$ cat config.mk
export PLATFORM = sky130hd
export DESIGN_NAME = key_debounce_multi_flat
export DESIGN_NICKNAME = d
export VERILOG_FILES = /design/src/rtl/key_debounce_multi_if.sv /design/src/rtl/key_debounce_multi.sv /design/src/flat_wrapper.sv
export SDC_FILE = /design/constraint.sdc
export NUM_CORES = 1
export LEC_CHECK = 0
export BUFFER_PORTS_ARGS = -buffer_cell sky130_fd_sc_hd__buf_2
export CELL_PAD_IN_SITES_DETAIL_PLACEMENT = 1
export CELL_PAD_IN_SITES_GLOBAL_PLACEMENT = 2
export CORE_MARGIN = 4
export CORE_UTILIZATION = 35
export CTS_CLUSTER_DIAMETER = 50
export CTS_CLUSTER_SIZE = 24
export DETAILED_ROUTE_END_ITERATION = 10
export MAX_ROUTING_LAYER = met4
export PLACE_DENSITY = 0.67
export SETUP_SLACK_MARGIN = 0.02
export SYNTH_ARGS = -nofsm -noshare
export SYNTH_HDL_FRONTEND = slang
export SYNTH_SLANG_ARGS = --single-unit
$ cat constraint.sdc
create_clock -name clk -period 3.3 [get_ports clk]
set_input_delay 0.66 -clock clk [delete_from_list [all_inputs] [get_ports clk]]
set_output_delay 0.66 -clock clk [all_outputs]
set_load 0.05 [all_outputs]
$ cat src/rtl/key_debounce_multi_if.sv
// Key debouncer bus: raw pins in, per-channel debounced level and event pulses out.
//   key         : raw asynchronous key pins (driven by the board side / master)
//   key_level   : debounced level, 1 = pressed
//   key_press   : one-cycle pulse on debounced released->pressed
//   key_release : one-cycle pulse on debounced pressed->released
//   key_long    : one-cycle long-press pulse (0 when the long-press feature is absent)
interface key_debounce_multi_if #(
  parameter int unsigned NUM_KEYS = 4
);
  logic [NUM_KEYS-1:0] key;
  logic [NUM_KEYS-1:0] key_level;
  logic [NUM_KEYS-1:0] key_press;
  logic [NUM_KEYS-1:0] key_release;
  logic [NUM_KEYS-1:0] key_long;

  modport master (
    output key,
    input  key_level,
    input  key_press,
    input  key_release,
    input  key_long
  );

  modport slave (
    input  key,
    output key_level,
    output key_press,
    output key_release,
    output key_long
  );
endinterface

$ cat src/rtl/key_debounce_multi.sv
// Multi-channel key debouncer.
// Each of NUM_KEYS raw pins is synchronised by two flops and then debounced independently:
// a level change is accepted only after CNT_MAX consecutive cycles at the new level.
// Outputs per channel: debounced active-high level, press/release pulses and an optional
// long-press pulse.
//
// Ports:
//   clk   : system clock, rising edge
//   rst_n : asynchronous active-low reset
//   bus   : key_debounce_multi_if.slave (key in; key_level/key_press/key_release/key_long out)
//
// Build option: define KEY_LONG_PRESS_EN to add a per-channel long-press counter; without it
// key_long is tied to 0 and no long counters exist.
module key_debounce_multi #(
  parameter int unsigned NUM_KEYS       = 4,
  parameter int unsigned CNT_W          = 19,
  parameter int unsigned CNT_MAX        = 500000,
  parameter bit          KEY_ACTIVE_LOW = 1'b1,
  parameter int unsigned LONG_W         = 27,
  parameter int unsigned LONG_MAX       = 100000000
) (
  input  logic                     clk,
  input  logic                     rst_n,
  key_debounce_multi_if.slave      bus
);

  // Synchroniser reset value: the pin level of a released key.
  localparam logic [NUM_KEYS-1:0] RelPins = {NUM_KEYS{KEY_ACTIVE_LOW}};
  localparam logic [CNT_W-1:0]    CntLast = CNT_W'(CNT_MAX - 1);

  if (CNT_MAX < 2 || NUM_KEYS < 1 || CNT_W < 1 || LONG_MAX < 2 || LONG_W < 1) begin : g_bad_params
    $error("key_debounce_multi: illegal parameter configuration");
  end

  logic [NUM_KEYS-1:0] s1_q, s2_q;
  logic [NUM_KEYS-1:0] s2_pressed;
  // stable_q holds the accepted level already converted to active-high (1 = pressed).
  logic [NUM_KEYS-1:0] stable_q, stable_d;
  logic [CNT_W-1:0]    cnt_q [NUM_KEYS];
  logic [CNT_W-1:0]    cnt_d [NUM_KEYS];
  logic [NUM_KEYS-1:0] press_q, press_d;
  logic [NUM_KEYS-1:0] release_q, release_d;

  assign s2_pressed = KEY_ACTIVE_LOW ? ~s2_q : s2_q;

  always_comb begin
    stable_d  = stable_q;
    press_d   = '0;
    release_d = '0;
    for (int i = 0; i < int'(NUM_KEYS); i++) begin
      // Default clears the count, so any bounce back to the stable level restarts it.
      cnt_d[i] = '0;
      if (s2_pressed[i] != stable_q[i]) begin
        if (cnt_q[i] == CntLast) begin
          stable_d[i]  = s2_pressed[i];
          press_d[i]   = s2_pressed[i];
          release_d[i] = ~s2_pressed[i];
        end else begin
          cnt_d[i] = cnt_q[i] + CNT_W'(1);
        end
      end
    end
  end

  always_ff @(posedge clk or negedge rst_n) begin
    if (!rst_n) begin
      s1_q      <= RelPins;
      s2_q      <= RelPins;
      stable_q  <= '0;
      press_q   <= '0;
      release_q <= '0;
      for (int i = 0; i < int'(NUM_KEYS); i++) begin
        cnt_q[i] <= '0;
      end
    end else begin
      s1_q      <= bus.key;
      s2_q      <= s1_q;
      stable_q  <= stable_d;
      press_q   <= press_d;
      release_q <= release_d;
      for (int i = 0; i < int'(NUM_KEYS); i++) begin
        cnt_q[i] <= cnt_d[i];
      end
    end
  end

  assign bus.key_level   = stable_q;
  assign bus.key_press   = press_q;
  assign bus.key_release = release_q;

`ifdef KEY_LONG_PRESS_EN
  localparam logic [LONG_W-1:0] LongLast = LONG_W'(LONG_MAX - 1);
  localparam logic [LONG_W-1:0] LongPrev = LONG_W'(LONG_MAX - 2);

  logic [LONG_W-1:0]   long_cnt_q [NUM_KEYS];
  logic [LONG_W-1:0]   long_cnt_d [NUM_KEYS];
  logic [NUM_KEYS-1:0] long_q, long_d;

  always_comb begin
    long_d = '0;
    for (int i = 0; i < int'(NUM_KEYS); i++) begin
      long_cnt_d[i] = '0;
      if (stable_q[i]) begin
        if (long_cnt_q[i] == LongLast) begin
          // Saturated: holds here so the pulse cannot repeat within one press.
          long_cnt_d[i] = long_cnt_q[i];
        end else begin
          long_cnt_d[i] = long_cnt_q[i] + LONG_W'(1);
          long_d[i]     = (long_cnt_q[i] == LongPrev);
        end
      end
    end
  end

  always_ff @(posedge clk or negedge rst_n) begin
    if (!rst_n) begin
      long_q <= '0;
      for (int i = 0; i < int'(NUM_KEYS); i++) begin
        long_cnt_q[i] <= '0;
      end
    end else begin
      long_q <= long_d;
      for (int i = 0; i < int'(NUM_KEYS); i++) begin
        long_cnt_q[i] <= long_cnt_d[i];
      end
    end
  end

  assign bus.key_long = long_q;
`else
  assign bus.key_long = '0;
`endif

endmodule

$ cat src/flat_wrapper.sv
// flat-port wrapper written by rule: the top's interface ports become plain ports
module key_debounce_multi_flat 
#(
  parameter int unsigned NUM_KEYS       = 4,
  parameter int unsigned CNT_W          = 19,
  parameter int unsigned CNT_MAX        = 500000,
  parameter bit          KEY_ACTIVE_LOW = 1'b1,
  parameter int unsigned LONG_W         = 27,
  parameter int unsigned LONG_MAX       = 100000000
)
  (clk, rst_n, bus_key, bus_key_level, bus_key_press, bus_key_release, bus_key_long);
  key_debounce_multi_if #(.NUM_KEYS(NUM_KEYS)) bus_i ();
  input  logic clk;
  input  logic rst_n;
  input wire logic [$bits(bus_i.key)-1:0] bus_key;
  output wire logic [$bits(bus_i.key_level)-1:0] bus_key_level;
  output wire logic [$bits(bus_i.key_press)-1:0] bus_key_press;
  output wire logic [$bits(bus_i.key_release)-1:0] bus_key_release;
  output wire logic [$bits(bus_i.key_long)-1:0] bus_key_long;
  assign bus_i.key = bus_key;
  assign bus_key_level = bus_i.key_level;
  assign bus_key_press = bus_i.key_press;
  assign bus_key_release = bus_i.key_release;
  assign bus_key_long = bus_i.key_long;
  key_debounce_multi #(.NUM_KEYS(NUM_KEYS), .CNT_W(CNT_W), .CNT_MAX(CNT_MAX), .KEY_ACTIVE_LOW(KEY_ACTIVE_LOW), .LONG_W(LONG_W), .LONG_MAX(LONG_MAX)) u_core (.clk(clk), .rst_n(rst_n), .bus(bus_i));
endmodule
Yosys cells after proc, flatten, opt, wreduce, memory -nomap -nowiden
Index checks and enable logic that the tools add are counted.

$lt $le $gt $ge: 0. Multipliers: 0. Add/sub/neg operators: 4. Eq/ne operators: 8. Reductions and logical operators: 4. Bitwise operators: 5. Shift-type cells: 0. Divide/modulo/power cells: 0. Multiplexer cells: 24.

Operators with widths (number): two-way mux 19 bit (8); adder 19 x 1 -> 19 bit (second input constant) (4); == test 19 bit (second input constant) (4); two-way mux 1 bit (16); AND reduction 2 bit (4); != test 1 bit (4); inverter 1 bit (4); inverter 4 bit (1).

Memories: 0. Bits in registers: 96. Word-level logic and storage cells: 57. Bits in latches: 0. Bits in read-only memories: 0. RAM bits: 0. Input port bits: 6.

Longest topological paths before layout
Depth after elaboration: 4. Gate-level depth with buffers: 6. Gate-level depth less buffers: 5.

Least setup slack after synthesis
No wires, ideal clock.

Path kind: flip-flop to flip-flop. Start: reg u_core.cnt_q[57] in the netlist's numbering. End: reg u_core.cnt_q[73] in the netlist's numbering. Clock period less this slack: 1.869 ns. Arrival: 1.791 ns. Setup slack: 1.431 ns. Buffers on the path: 1. Setup time: 0.078 ns. Data required time: 3.222 ns. Stages on the path, launching flop included: 7. Path through: dfrtp_1 -> ha_1 -> nand4_1 -> or2_2 -> clkbuf_1 -> or4_1 -> a21oi_1.

RTL lines: start: declaration (RTL line key_debounce_multi.sv:39) `logic [CNT_W-1:0] cnt_q [NUM_KEYS];`; start signal: indexed assignment (RTL line key_debounce_multi.sv:82) `cnt_q[i] <= cnt_d[i];`.

==> summary.md <==
| Metric | Value |
|---|---|
| Status | finished, final reports clean |
| Vias in the first global route | 3478 |
| GRT Residual Overflow | 0 |
| Hold Path Class | in -> async |
| Fin worst setup slack | 1.141 ns |
| M2 GR Usage | 23.18% |
| Worst-Margin Slew | just under 0.8 ns |
| Remaining antenna violation count after routing | 0 |
| Detailed placer's ending HPWL | 6706 um |
| Detailed router's first-iteration violation count | approximately 160 |
| Critical path class | reg -> reg |
| Clk slew on worst S/H paths | 0.07 ns |
| Dpl ws | 1.140 ns |
| Die Wd | 121.4 um |
| Count of flip-flops with a built-in enable after synthesis | 0 |
| GR Layer Usage met3 | under 10% |
| Setup TNS | 0 ns |
| CTS root buf | clkbuf_16 |
| Die height | ~120 um |
| IO Count | 22 |
| Post-Synth Adder-Cell Area | under 10% |
| # clock sinks | 96 |
| PostCTS Resize Cnt | 0 |
| Share of cells above drive strength 1 | 12.42% |
| Max-capacitance violation count | 0 |
| Vias/cell | 5.145 |
| Floorplan row count | ~40 |
| Synth warnings | 0 |
| Yosys top cell area share | 48.89% |
| Residual DRC | 0 |
| Post-Syn Area | 4504 um2 |
| # diodes | 0 |
| Main synth FF type | dfrtp_1 |
| Die area | 14750 um2 |
| Largest family of logic cells by synthesized area | simple AND/OR/NAND/NOR gates |
| Post-synthesis xor/xnor area fraction | 10.11% |
| Async S/R FF share, synth | 100.0% |
| All-Layer GR Usage | 14.97% |
| CTS tree | done |
| Routed WL | about 9700 um |
| Simple-gate share of the synthesized area | 25.39% |
| Number of port buffers | 17 |
| Syn avg cell area | 10.08 um2 |
| Routability cong. | 0.7362 |
| Synth cell types | 36 |
| Compound-Gate Fraction of Synth Area | 6.111% |
| Post-synth top cells | dfrtp_1 (88), nor2_1 (61), xnor2_1 (32) |
| GRT busiest layer | met2 |
| Startpoint Class | flip-flop |
| Initial antenna violation count | 0 |
| WL per Instance | 15.05 um |
| Minimum clock period | 2.159 ns |
| Fmax achieved | 463.2 MHz |
| CTS Buf Count | 9 |
| Sequential share of the synthesized area | 53.56% |
| CTS H-Tree Depth | 3 |
| Bufs on Longest Clock Path | 2 |
| Critical Path AT | roughly 2.4 ns |
| Pin count of the biggest net entering global routing | 53 |
| Core Region | 12620 um2 |
| Final Cell Area | around 5100 um2 |
| Skew-Pair Late Insertion Delay | about 0.35 ns |
| Worst Skew | 0.007354 ns |
| Peak supply drop | about 0.3 mV |
| Syn-to-layout area delta | 13.42% |
| Global-route wire length before repair | about 17000 um |
| Initial Util | 35.69% |
| CTS Hold Bufs | 0 |
| Unrepaired setup endpoints after global routing | false |
| Most common cell in the netlist | dfrtp_1 |
| NumNets Final | 480 |
| Vias after detailed routing | 3329 |
| Setup bufs post-CTS | 0 |
| CP Max Fanout | 10 |
| Fin crit share | about two thirds |
| Slew Limit Headroom | 46.63% |
| Leak | 0.002024 uW |
| Multiplexer share of the synthesized area | 0.6667% |
| Cell Area, Placed | 4802 um2 |
| Critical path capture point type | flip-flop |
| Cell count after synthesis | 447 |
| Filler Cell Count | between 1000 and 1500 |
| Area leader, netlist | dfrtp_1 |
| Detailed-router iteration count before antenna repair | 4 |
| Reg2Reg Depth | 6 |
| Max-slew violations | 0 |
| Final hold vios | 0 |
| Final Setup Violations | 0 |
| GRT met1 Usage | 19.02% |
| Data required, critical path | 3.55 ns |
| Pwr dens | between 400 and 500 nW/um2 |
| Seq cells post-synth | 96 |
| Main area contributors after synthesis | dfrtp_1 (49%), xnor2_1 (6.2%), nor2_1 (5.1%) |
-- cell type report --
type                            count  area [um2]  share of cell area [%]
Clock buffer                        9       225.2                   4.409
Tap cell                          172       215.2                   4.213
Inverter                           18       67.56                   1.323
Sequential cell                    96        2412                   47.22
Multi-Input combinational cell    323        1969                   38.55
Timing Repair Buffer               22       137.6                   2.694
Clock inverter                      7       81.33                   1.592
-- placed cells by master (no fill, tap or decap), types with 14 or more instances in the layout --
master,netlist,final
dfrtp_1,88,88
nor2_1,61,61
xnor2_1,32,32
nand2_1,27,27
nand3_1,23,23
nand4_1,22,22
a21oi_1,20,20
xor2_1,20,20
inv_1,18,18
buf_2,1,16
nor4_1,14,14
-- per-layer routing --
metal,up-vias,share of wire (%)
met4,0,1.5
met2,31,47
met1,1679,48
li1,1610,-
met5,-,0
met3,9,3.0
-- metrics by stage --
| step | instances | hold WS, ns | utilization, % | total power (uW) |
|---|---|---|---|---|
| finish | 647 | 0.3110 | 40.48 | 2381 |
| global route | 647 | 0.3517 | 40.48 | 2488 |
| CTS | 647 | 0.3301 | 40.48 | 2430 |
| detailed placement | 631 | 0.3479 | 38.05 | 1326 |
| global placement | 631 | 0.3479 | 38.05 | 1325 |
| floorplan | 450 | 0.3452 | - | 1281 |
-- worst paths after layout --
| path | slack (ns) | start | to |
|---|---|---|---|
| max | 1.14 | u_core.cnt_q[0]$_DFF_PN0_ | u_core.cnt_q[2]$_DFF_PN0_ |
| min | 0.31 | rst_n | u_core.cnt_q[15]$_DFF_PN0_ |
| max reg2reg | 1.14 | u_core.cnt_q[0]$_DFF_PN0_ | u_core.cnt_q[2]$_DFF_PN0_ |
| min reg2reg | 0.36 | u_core.s1_q[0]$_DFF_PN1_ | u_core.s2_q[0]$_DFF_PN1_ |
| max in group asynchronous | 2.25 | rst_n | u_core.s1_q[0]$_DFF_PN1_ |
| min in group clk | 0.36 | u_core.s1_q[0]$_DFF_PN1_ | u_core.s2_q[0]$_DFF_PN1_ |
-- kinds of logic after synthesis --
kind of cell	Yosys count
simple gates	214
xor+xnor	52
compound gates	46
buf+inv	31
mux	3
flops	96
other cells	1
fa+ha+maj	4
-- worst max-delay path: stages, from the launching register on --
cell     delay [ns]
dfrtp_1        0.40
ha_1           0.25
and4_1         0.26
nand3_1        0.11
o31ai_2        0.68
buf_4          0.29
nor2_1         0.06
-- sequential cells by signal, indices dropped and copies added, names as in the netlist --
signal and flops:
u_core.s1_q 4, u_core.bus.key_press 4, u_core.s2_q 4, u_core.cnt_q 76, u_core.bus.key_release 4, u_core.bus.key_level 4
-- report_power, final --
group	internal [uW]	switching, uW
sequential	1200	18.0
combinational	22.5	62.7
clock	595	485
total	1810	566
Power figures use the tool's default switching activity.
